--- src/rtl/ubit_pkg.sv ---
// Shared types and defaults for the unary bitstream decoder.
package ubit_pkg;
  localparam int BITWIDTH_DEF = 8;

  typedef enum logic [1:0] {IDLE, ACCUM, DONE} ubit_state_t;
endpackage

--- src/rtl/ubit_wincnt.sv ---
// Window position counter: counts enabled bits, raises tc on the last slot of the window.
module ubit_wincnt #(
  parameter int BITWIDTH = ubit_pkg::BITWIDTH_DEF
) (
  input  logic clk,
  input  logic rst,
  input  logic clr,
  input  logic en,
  output logic tc
);
  logic [BITWIDTH-1:0] cnt;

  // Wraps to zero naturally when the final slot is consumed.
  always_ff @(posedge clk or posedge rst) begin
    if (rst) begin
      cnt <= '0;
    end else if (clr) begin
      cnt <= '0;
    end else if (en) begin
      cnt <= cnt + BITWIDTH'(1);
    end
  end

  assign tc = &cnt;
endmodule

--- src/rtl/ubit_decoder.sv ---
// Recovers a binary value from a unary bitstream by counting ones over 2^BITWIDTH enabled bits.
module ubit_decoder
  import ubit_pkg::*;
#(
  parameter int BITWIDTH = BITWIDTH_DEF
) (
  input  logic                iClk,
  input  logic                iRst,
  input  logic                iStart,
  input  logic                iEn,
  input  logic                iBit,
  input  logic                iAck,
  output logic                oBusy,
  output logic                oValid,
  output logic [BITWIDTH:0]   oValue
);
  ubit_state_t         state_q, state_d;
  logic [BITWIDTH:0]   ones_q;
  logic                win_tc;
  logic                accumulate;
  logic                complete;
  logic [BITWIDTH:0]   ones_next;

  // A start always wins over accumulation or completion in the same cycle.
  assign accumulate = (state_q == ACCUM) && !iStart && iEn;
  assign complete   = accumulate && win_tc;
  assign ones_next  = ones_q + {{BITWIDTH{1'b0}}, iBit};

  ubit_wincnt #(.BITWIDTH(BITWIDTH)) u_wincnt (
    .clk (iClk),
    .rst (iRst),
    .clr (iStart),
    .en  (accumulate),
    .tc  (win_tc)
  );

  always_ff @(posedge iClk or posedge iRst) begin
    if (iRst) begin
      state_q <= IDLE;
    end else begin
      state_q <= state_d;
    end
  end

  always_comb begin
    state_d = state_q;
    case (state_q)
      IDLE:    if (iStart) state_d = ACCUM;
      ACCUM:   if (iStart) state_d = ACCUM;
               else if (complete) state_d = DONE;
      DONE:    if (iStart) state_d = ACCUM;
               else if (iAck) state_d = IDLE;
      default: state_d = IDLE;
    endcase
  end

  always_ff @(posedge iClk or posedge iRst) begin
    if (iRst) begin
      ones_q <= '0;
      oValue <= '0;
    end else begin
      if (iStart) begin
        ones_q <= '0;
      end else if (accumulate) begin
        ones_q <= ones_next;
      end
      if (complete) begin
        oValue <= ones_next;
      end
    end
  end

  assign oBusy  = (state_q == ACCUM);
  assign oValid = (state_q == DONE);
endmodule
--- config.mk ---
export PLATFORM = sky130hd
export DESIGN_NAME = ubit_decoder
export DESIGN_NICKNAME = d
export VERILOG_FILES = /design/src/rtl/ubit_pkg.sv /design/src/rtl/ubit_wincnt.sv /design/src/rtl/ubit_decoder.sv
export SDC_FILE = /design/constraint.sdc
export NUM_CORES = 1
export LEC_CHECK = 0
export ABC_AREA = 1
export BUFFER_PORTS_ARGS = -buffer_cell sky130_fd_sc_hd__clkbuf_2
export CELL_PAD_IN_SITES_DETAIL_PLACEMENT = 0
export CELL_PAD_IN_SITES_GLOBAL_PLACEMENT = 2
export CORE_MARGIN = 1.5
export CORE_UTILIZATION = 36
export CTS_CLUSTER_SIZE = 16
export DETAILED_ROUTE_END_ITERATION = 16
export PLACE_DENSITY = 0.79
export SETUP_SLACK_MARGIN = 0.15
export SYNTH_ARGS = -nofsm -noshare
export SYNTH_HDL_FRONTEND = slang
export SYNTH_SLANG_ARGS = --single-unit
export TNS_END_PERCENT = 1
--- constraint.sdc ---
create_clock -name iClk -period 2.3 [get_ports iClk]
set_input_delay 0.46 -clock iClk [delete_from_list [all_inputs] [get_ports iClk]]
set_output_delay 0.46 -clock iClk [all_outputs]
set_load 0.05 [all_outputs]
======== After elaboration in Yosys (flattened, before gate mapping) ========
Index checks and enable logic that the tools add are counted.
word-level totals
  input bits .............................. 6
  register bits ........................... 28
  output and inout bits ................... 11
operators by class
  eq/ne operators ......................... 5
  multiplexer cells ....................... 10
  reduce and logical (&&, ||, !) cells .... 8
  add/subtract/negate cells ............... 2
operators with widths
  kind                   number
  $mux W9                2
  $mux W8                2
  $mux W2                5
  $add A9 B1 Y9          1
  $add A8 B1 Y8 const B  1
  $reduce_and A8 Y1      1
  $pmux W2 S3            1
  $logic_and A1 B1 Y1    3
  $ne A3 B2 Y1 const B   1
  $ne A3 B3 Y1 const B   1
  $reduce_and A3 Y1      1
  $eq A2 B1 Y1 const B   1
  $eq A2 B2 Y1 const B   1
  $logic_not A2 Y1       1
  $ne A2 B2 Y1 const B   1
  $reduce_bool A2 Y1     1
  $logic_not A1 Y1       1

======== Logic depth before layout (Yosys ltp) ========
Gate-level depths: netlist of run 1.
  depth in word-level cells ............... 7
  mapped depth ............................ 9
  gate-level depth less buffers ........... 9

======== Cells and area by module ========
Synthesis of run 1 repeated with hierarchy kept, for this count alone.
second synthesis, totals
  cell total of the unflattened synthesis .. 190
  area, all modules ....................... 1457.6 µm²
modules (own cells, without submodules)
  module        sequential area each (µm²)  times used  cells an instance  area each (µm²)
  ubit_decoder  500.5                       1           138                1027.2
  ubit_wincnt   200.2                       1           52                 430.4

======== Worst setup path before layout of run 1 ========
OpenSTA, ideal clock, no wires.
  path type ............................... register -> output
  start point ............................. reg state_q[0]
  end point ............................... out oValid
  slack ................................... 726 ps
  data required time ...................... 1840 ps
  cell stages (with the launch flop) ...... 2
  arrival time ............................ 1114 ps
  path through ............................ dfrtp_1 nor2_1
between the ends
  word-level cells in the longest chain between the ends .. 1
ends and longest elaborated chain
  element                   line                text
  start: declaration        ubit_decoder.sv:17  ubit_state_t state_q, state_d;
  start signal: assignment  ubit_decoder.sv:41  state_q <= state_d;
  $eq A2 B2 Y1              ubit_decoder.sv:74  assign oValid = (state_q == DONE);
  end: declaration          ubit_decoder.sv:14  output logic oValid,
No other way between the ends.

======== Worst setup path in the final report of run 1 ========
  start point ............................. reg state_q[1]
  end point ............................... out oBusy
between the ends
  word-level cells in the longest chain between the ends .. 1
ends and longest elaborated chain
  element           line                text
  $eq A2 B1 Y1      ubit_decoder.sv:73  assign oBusy = (state_q == ACCUM);
  end: declaration  ubit_decoder.sv:13  output logic oBusy,
No other way between the ends.

==> summary.txt, run 1 <==
syn_area_per_cell -> 8.012 um^2
overall power after layout -> 0.9974 mW
total count of hold-check failures in the final report -> 0
floorplan die area -> 4535 um^2
Max rail drop VDD -> 225.2 uV
last weighted congestion value of the routability-driven placer -> 0.8432
most common cell type on the critical path -> sky130_fd_sc_hd__inv_1
number of antenna violations at the first check in global routing -> 0
Crit. End Element -> output port
Final min period -> 1.724 ns
root buffer cell -> sky130_fd_sc_hd__clkbuf_8
count of instances resized after the clock tree is built -> 0
per-cell routed wire length -> 11.80 um
post-CTS setup buffer count -> 0
arrival time worst endpoint -> 1.26 ns
vias per cell -> 4.553
number of remaining DRC errors -> 0
later-pin clock latency in the skew report -> 0.28 ns
Max Clock Freq -> 580.2 MHz
Synth cell types -> 25
Post-Syn Instances -> 186
number of ports placed on the die boundary -> 17
commonest non-fill, non-tap cell in the layout -> sky130_fd_sc_hd__nand2_1
synthesized area -> 1490 um^2
Total Routed Length -> 3.010 mm
number of iterations in the first detailed-routing pass -> 4
class of the tightest hold or removal check -> in2async
final count of negative-setup-slack endpoints -> 0
maximum single-stage delay on the critical path -> 0.39 ns
clock tree buffer depth -> 2
cts hold-fix bufs -> 0
critical path launch point type -> flop
number of design-rule violations left by the first detailed-router iteration -> 69
CTS sink cnt -> 28
clock skew -> 0.008126 ns
Die Wd -> 67.34 um
kind of critical path -> reg2out
number of register bits inferred by synthesis -> 28
most used cells in the layout excluding fill and tap cells -> 70 x sky130_fd_sc_hd__nand2_1, 28 x sky130_fd_sc_hd__dfrtp_1, 22 x sky130_fd_sc_hd__inv_1
setup slack at placement -> 0.6355 ns
number of global-route vias before repair -> 1166
global-route wire length before repair -> 5.299 mm
initial standard-cell utilization of the core -> 0.3725
Tcrit/Tclk final -> 0.7494
htree depth -> 1
CP top delay family -> buffers and inverters
clock tree from TritonCTS -> built
power density over the cells -> 590.5 nW/um^2
number of filler instances in the final layout -> 407
Setup WS post-layout -> 0.5764 ns
Util after Layout -> 0.4223
setup repair after global routing missed its margin -> false
slew margin rel. -> 0.7589
Buf/Inv on CP -> 3
Core Region -> 4000 um^2
quantity of I/O buffers inserted on ports -> 16
clock buffer count from CTS -> 3
number of max-cap violations -> 0
final instance area -> 1689 um^2
outcome -> complete, no violations
sequence of cells on the critical path -> inv_1 -> nand2_1 -> inv_1 -> clkbuf_2
overall die height -> 67.34 um
Leak -> 0.8941 nW
maximum number of pins on one net before global-route repair -> 29
number of warning messages in the yosys log -> 0
number of vias after detailed routing -> 1161
number of antenna repair diodes -> 0
# nets final -> 215
critical path's slowest cell -> sky130_fd_sc_hd__dfrtp_1
aggregate negative setup slack -> 0 ns
proportion of synthesized chip area in sequential cells -> 0.4702
Total GRT Usage -> 0.1569
leftover overflow at the end of global routing -> 0
total number of placement rows -> 23
layout overhead on the synthesized area -> 13.35%
Detail Route Antenna Nets -> 0
estimated wirelength of the detail-placed design -> 2.267 mm
top fanout value on the critical path -> 3
cell area after placement -> 1618 um^2
post-synth net total -> 195
data required time of the critical path -> 1.84 ns
Slew @ Worst Pin -> 0.3616 ns
total count of max-transition violations in the final report -> 0
share of final-layout standard cells stronger than drive strength 1 -> 0.1854
Clock transition at path regs -> 0.10 ns
==> sequential cells by signal, indices dropped and copies added, names as in the netlist <==
register and flops:
oValue 9, state_q 2, u_wincnt.cnt 8, ones_q 9
==> power breakdown <==
part,leakage (nW),internal [mW],total (mW),switching [mW]
clock,0.0357,0.233,0.393,0.160
combinational,0.473,0.0262,0.0787,0.0525
sequential,0.386,0.507,0.526,0.0187
total,0.894,0.767,0.997,0.231
==> routing by layer <==
| layer | track usage | share of wire | up-vias | routed length (um) |
|---|---|---|---|---|
| met5 | 0 | 0 | - | 0 |
| met4 | 0.05357 | 0.0070 | 0 | 21 |
| met3 | 0.02000 | 0.021 | 2 | 64 |
| met2 | 0.2636 | 0.47 | 17 | 1403 |
| met1 | 0.2079 | 0.51 | 523 | 1521 |
| li1 | - | - | 619 | - |
==> worst register-to-register path: cells and delay by family (launching register included) <==
family          cells  cell delay, ns
compound gates      1            0.08
fa+ha+maj           2            0.43
flops               1            0.37
simple gates        6            0.49
==> final cells by class <==
cell class | count | area, um^2 | area share
Clock buffer | 3 | 41.29 | 0.02444
Inverter | 27 | 102.6 | 0.06074
Tap cell | 50 | 62.56 | 0.03704
Clock inverter | 1 | 30.03 | 0.01778
Multi-Input combinational cell | 129 | 664.4 | 0.3933
Timing Repair Buffer | 17 | 87.58 | 0.05185
Sequential cell | 28 | 700.7 | 0.4148
==> cell families after synthesis <==
group,share of synthesized area
buffers and inverters,0.08396
XOR/XNOR,0.02351
flip-flops,0.4702
AND/OR/NAND/NOR,0.3157
AO/OA/AOI/OAI,0.08145
adder cells (fa/ha/maj),0.02519
==> per-stage QoR <==
step                      std cells  hold WS, ns
after floorplan                 186       0.4627
after global placement          251       0.4670
after detailed placement        251       0.4688
after CTS                       255       0.2246
after global routing            255       0.2681
final                           255       0.2119
==> synthesized netlist by cell type, drive strengths merged <==
cell    instances  share of area
nand2          73           0.19
dfrtp          28           0.47
inv            26          0.065
o21ai          15          0.058
nor2           13          0.050
nand3          12          0.052
nand4           5          0.021
ha              3          0.025
xnor2           3          0.018
a21oi           2         0.0067
buf             2          0.015
clkinv          1         0.0034
o21bai          1          0.013
o22ai           1         0.0042
xor2            1         0.0059
==> path summary, 6_finish.rpt <==
path / start / end / slack (ns) / depth (start not counted)
setup / recovery: state_q[1] / oBusy / 0.58 / 4
hold / removal: iRst / ones_q[0] / 0.21 / 3
setup reg to reg: ones_q[0] / ones_q[8] / 0.81 / 9
hold reg to reg: oValue[7] / oValue[7] / 0.49 / 2
max in group asynchronous: iRst / u_wincnt.cnt[7] / 1.82 / 3
min in group iClk: iAck / state_q[1] / 0.41 / 4
Power figures use the tool's default switching activity.
==> run 2: changes to the inputs <==
--- a/config.mk
+++ b/config.mk
@@ -5,15 +5,15 @@
 export SDC_FILE = /design/constraint.sdc
 export NUM_CORES = 1
 export LEC_CHECK = 0
-export ABC_AREA = 1
+export ABC_AREA = 0
 export BUFFER_PORTS_ARGS = -buffer_cell sky130_fd_sc_hd__clkbuf_2
 export CELL_PAD_IN_SITES_DETAIL_PLACEMENT = 0
 export CELL_PAD_IN_SITES_GLOBAL_PLACEMENT = 2
 export CORE_MARGIN = 1.5
-export CORE_UTILIZATION = 36
+export CORE_UTILIZATION = 33
 export CTS_CLUSTER_SIZE = 16
 export DETAILED_ROUTE_END_ITERATION = 16
-export PLACE_DENSITY = 0.79
+export PLACE_DENSITY = 0.71
 export SETUP_SLACK_MARGIN = 0.15
 export SYNTH_ARGS = -nofsm -noshare
 export SYNTH_HDL_FRONTEND = slang
==> constraint.sdc (replaced) <==
create_clock -name iClk -period 1.5 [get_ports iClk]
set_input_delay 0.3 -clock iClk [delete_from_list [all_inputs] [get_ports iClk]]
set_output_delay 0.3 -clock iClk [all_outputs]
set_load 0.05 [all_outputs]
==> run 2 against run 1 <==
The run now ends with negative setup slack left. Die area up 7.8%. Largest cell class is now multi-input gates. Combinational power up 120%. Critical path type is now reg2reg. Clock-buffer cell count rose by 1. Clock skew decreased by 0.0043 ns.
==> summary.txt, run 2 <==
total count of max-transition violations in the final report -> 0
syn_area_per_cell -> 10.33 um^2
estimated wirelength of the detail-placed design -> 2.266 mm
most used standard cells in the synthesized netlist -> 28 x sky130_fd_sc_hd__dfrtp_1, 16 x sky130_fd_sc_hd__a21oi_1, 11 x sky130_fd_sc_hd__nand2_1, 9 x sky130_fd_sc_hd__o21ai_0
Die Wd -> 69.92 um
number of iterations in the first detailed-routing pass -> 4
proportion of synthesized chip area in sequential cells -> 0.4742
floorplan die area -> 4888 um^2
Clock transition at path regs -> 0.10 ns
final instance area -> 1966 um^2
total count of hold-check failures in the final report -> 0
Leak -> 0.8354 nW
Core Region -> 4324 um^2
leading registers by flop count -> oValue (9), ones_q (9), u_wincnt.cnt (8)
outcome -> complete, but fails checks
clock tree buffer depth -> 2
portion of netlist area occupied by mux cells -> 0.05843
number of ports placed on the die boundary -> 17
setup repair after global routing missed its margin -> true
complex-gate fraction of the synthesized area -> 0.1660
cell area after placement -> 1767 um^2
data required time of the critical path -> 1.68 ns
launch instance of the worst register-to-register path -> ones_q[0]
CTS sink cnt -> 28
ranking of synthesized cells by area -> sky130_fd_sc_hd__dfrtp_1 47%, sky130_fd_sc_hd__a21oi_1 5.4%, sky130_fd_sc_hd__mux2_4 5.1%
simple logic cell fraction of the synthesized area -> 0.2091
Total GRT Usage -> 0.1628
ys async rst share -> 1.000
initial standard-cell utilization of the core -> 0.3417
final count of negative-setup-slack endpoints -> 1
beginning of the critical path -> ones_q[0]
number of antenna repair diodes -> 0
synthesized area -> 1478 um^2
library cell with the largest summed area after synthesis -> sky130_fd_sc_hd__dfrtp_1
number of flops mapped to enable cells by yosys -> 0
layout overhead on the synthesized area -> 33.02%
number of design-rule violations left by the first detailed-router iteration -> 76
overall power after layout -> 1.440 mW
root buffer cell -> sky130_fd_sc_hd__clkbuf_8
violated checks -> negative setup slack
portion of synthesized cell area occupied by the leading cell type -> 0.4742
number of register bits inferred by synthesis -> 28
sequence of cells on the critical path -> ha_4 -> ha_4 -> nand3_2 -> nor4_2 -> mux2_2
post-synthesis adder-cell area fraction -> 0.02540
top fanout value on the critical path -> 5
Util after Layout -> 0.4546
number of antenna violations at the first check in global routing -> 0
clock tree from TritonCTS -> built
per-cell routed wire length -> 15.65 um
post-synth net total -> 152
Max Clock Freq -> 662.2 MHz
Tcrit/Tclk final -> 1.007
global-route wire length before repair -> 6.272 mm
Crit. End Element -> flop
most common cell in the netlist -> sky130_fd_sc_hd__dfrtp_1
number of warning messages in the yosys log -> 0
# nets final -> 192
number of max-cap violations -> 0
vias per cell -> 5.376
CP top delay family -> flip-flops
commonest non-fill, non-tap cell in the layout -> sky130_fd_sc_hd__dfrtp_1
Synth Area in XOR/XNOR -> 0.02371
cts hold-fix bufs -> 0
setup slack at placement -> -0.08641 ns
Max rail drop VDD -> 340.2 uV
critical path launch point type -> flop
final cell count without fillers -> 234
Hold Worst Slack -> 0.05396 ns
Post-Syn Instances -> 143
htree depth -> 1
prevailing post-synth register cell -> sky130_fd_sc_hd__dfrtp_1
placed cell count -> 222
clock buffer count from CTS -> 3
Synth cell types -> 34
number of global-route vias before repair -> 1294
number of vias after detailed routing -> 1258
maximum number of pins on one net before global-route repair -> 29
number of remaining DRC errors -> 0
total number of placement rows -> 24
Final min period -> 1.510 ns
critical path's slowest cell -> sky130_fd_sc_hd__dfrtp_1
most common cell type on the critical path -> sky130_fd_sc_hd__ha_4
most used cells in the layout excluding fill and tap cells -> 27 x sky130_fd_sc_hd__dfrtp_1, 24 x sky130_fd_sc_hd__buf_4, 14 x sky130_fd_sc_hd__clkbuf_2
Total Routed Length -> 3.663 mm
Buf/Inv on CP -> 0
Setup WS post-layout -> -0.01011 ns
aggregate negative setup slack -> -0.01011 ns
share of final-layout standard cells stronger than drive strength 1 -> 0.4121
slew margin rel. -> 0.7510
last weighted congestion value of the routability-driven placer -> 0.7407
power density over the cells -> 732.8 nW/um^2
Slew @ Worst Pin -> 0.3735 ns
arrival time worst endpoint -> 1.69 ns
dominant combinational cell family by area after synthesis -> simple AND/OR/NAND/NOR gates
later-pin clock latency in the skew report -> 0.28 ns
maximum single-stage delay on the critical path -> 0.41 ns
kind of critical path -> reg2reg
clock skew -> 0.003805 ns
leftover overflow at the end of global routing -> 0
Detail Route Antenna Nets -> 0
overall die height -> 69.92 um
quantity of I/O buffers inserted on ports -> 16
class of the tightest hold or removal check -> in2async
==> run 2: cell count changes in the layout (fill, tap and decap cells not counted), sizes merged, moves of 6 or more <==
cell and change:
a21oi +14, buf +27, inv -23, mux2 +6, nand2 -62, nand3 -6
nor2 -11, o21ai -6, o31ai +7, or3 +9, or4 +7
==> run 2: tightest hold or removal path: stages <==
cell and delay [ns]:
sky130_fd_sc_hd__clkbuf_2 0.08, sky130_fd_sc_hd__inv_1 0.04, sky130_fd_sc_hd__buf_4 0.34
==> run 2: logic make-up (layout without fill, tap and decap cells) <==
logic type      Yosys count  count (layout)
mux                       6               6
buf+inv                  12              49
xor+xnor                  4               4
fa+ha+maj                 3               3
flops                    28              28
simple gates             49              51
compound gates           41              41
==> run 2: timing repair <==
action | in CTS | in global routing
endpoints found under the setup margin | 24 | 24
gates cloned | 2 | 0
resized for setup | 8 | 12
pin swaps | 4 | 9
buffers inserted | 5 | 1
==> run 2: area by class of cell <==
type | count | area (um^2)
fill | 427 | 2359
multi-input combinational | 105 | 824.5
tap | 52 | 65.06
timing repair buffer | 42 | 307.8
sequential | 28 | 701.9
clock buffer | 4 | 55.05
inverter | 3 | 11.26
==> run 2: metal layers <==
layer  GRT usage  vias up  part of all wire
li1            -      617                 -
met1      0.2304      616              0.49
met2      0.2550       20              0.46
met3     0.02309        5             0.028
met4     0.05769        0             0.016
met5           0        -                 0
==> run 2: final timing paths <==
kind	end	slack, ns	cells after the start
max	ones_q[8]	-0.01	5
min reg2reg	oValue[4]	0.52	1
min in group iClk	state_q[1]	0.28	3
max reg2reg	ones_q[8]	-0.01	5
min	oValue[6]	0.05	3
max in group asynchronous	state_q[0]	1.16	3
==> run 2: report_power, final <==
group	leakage [nW]	switching, mW	internal (mW)	total, mW
registers	0.384	0.0127	0.767	0.780
clock network	0.0288	0.249	0.236	0.485
logic	0.422	0.0986	0.0773	0.176
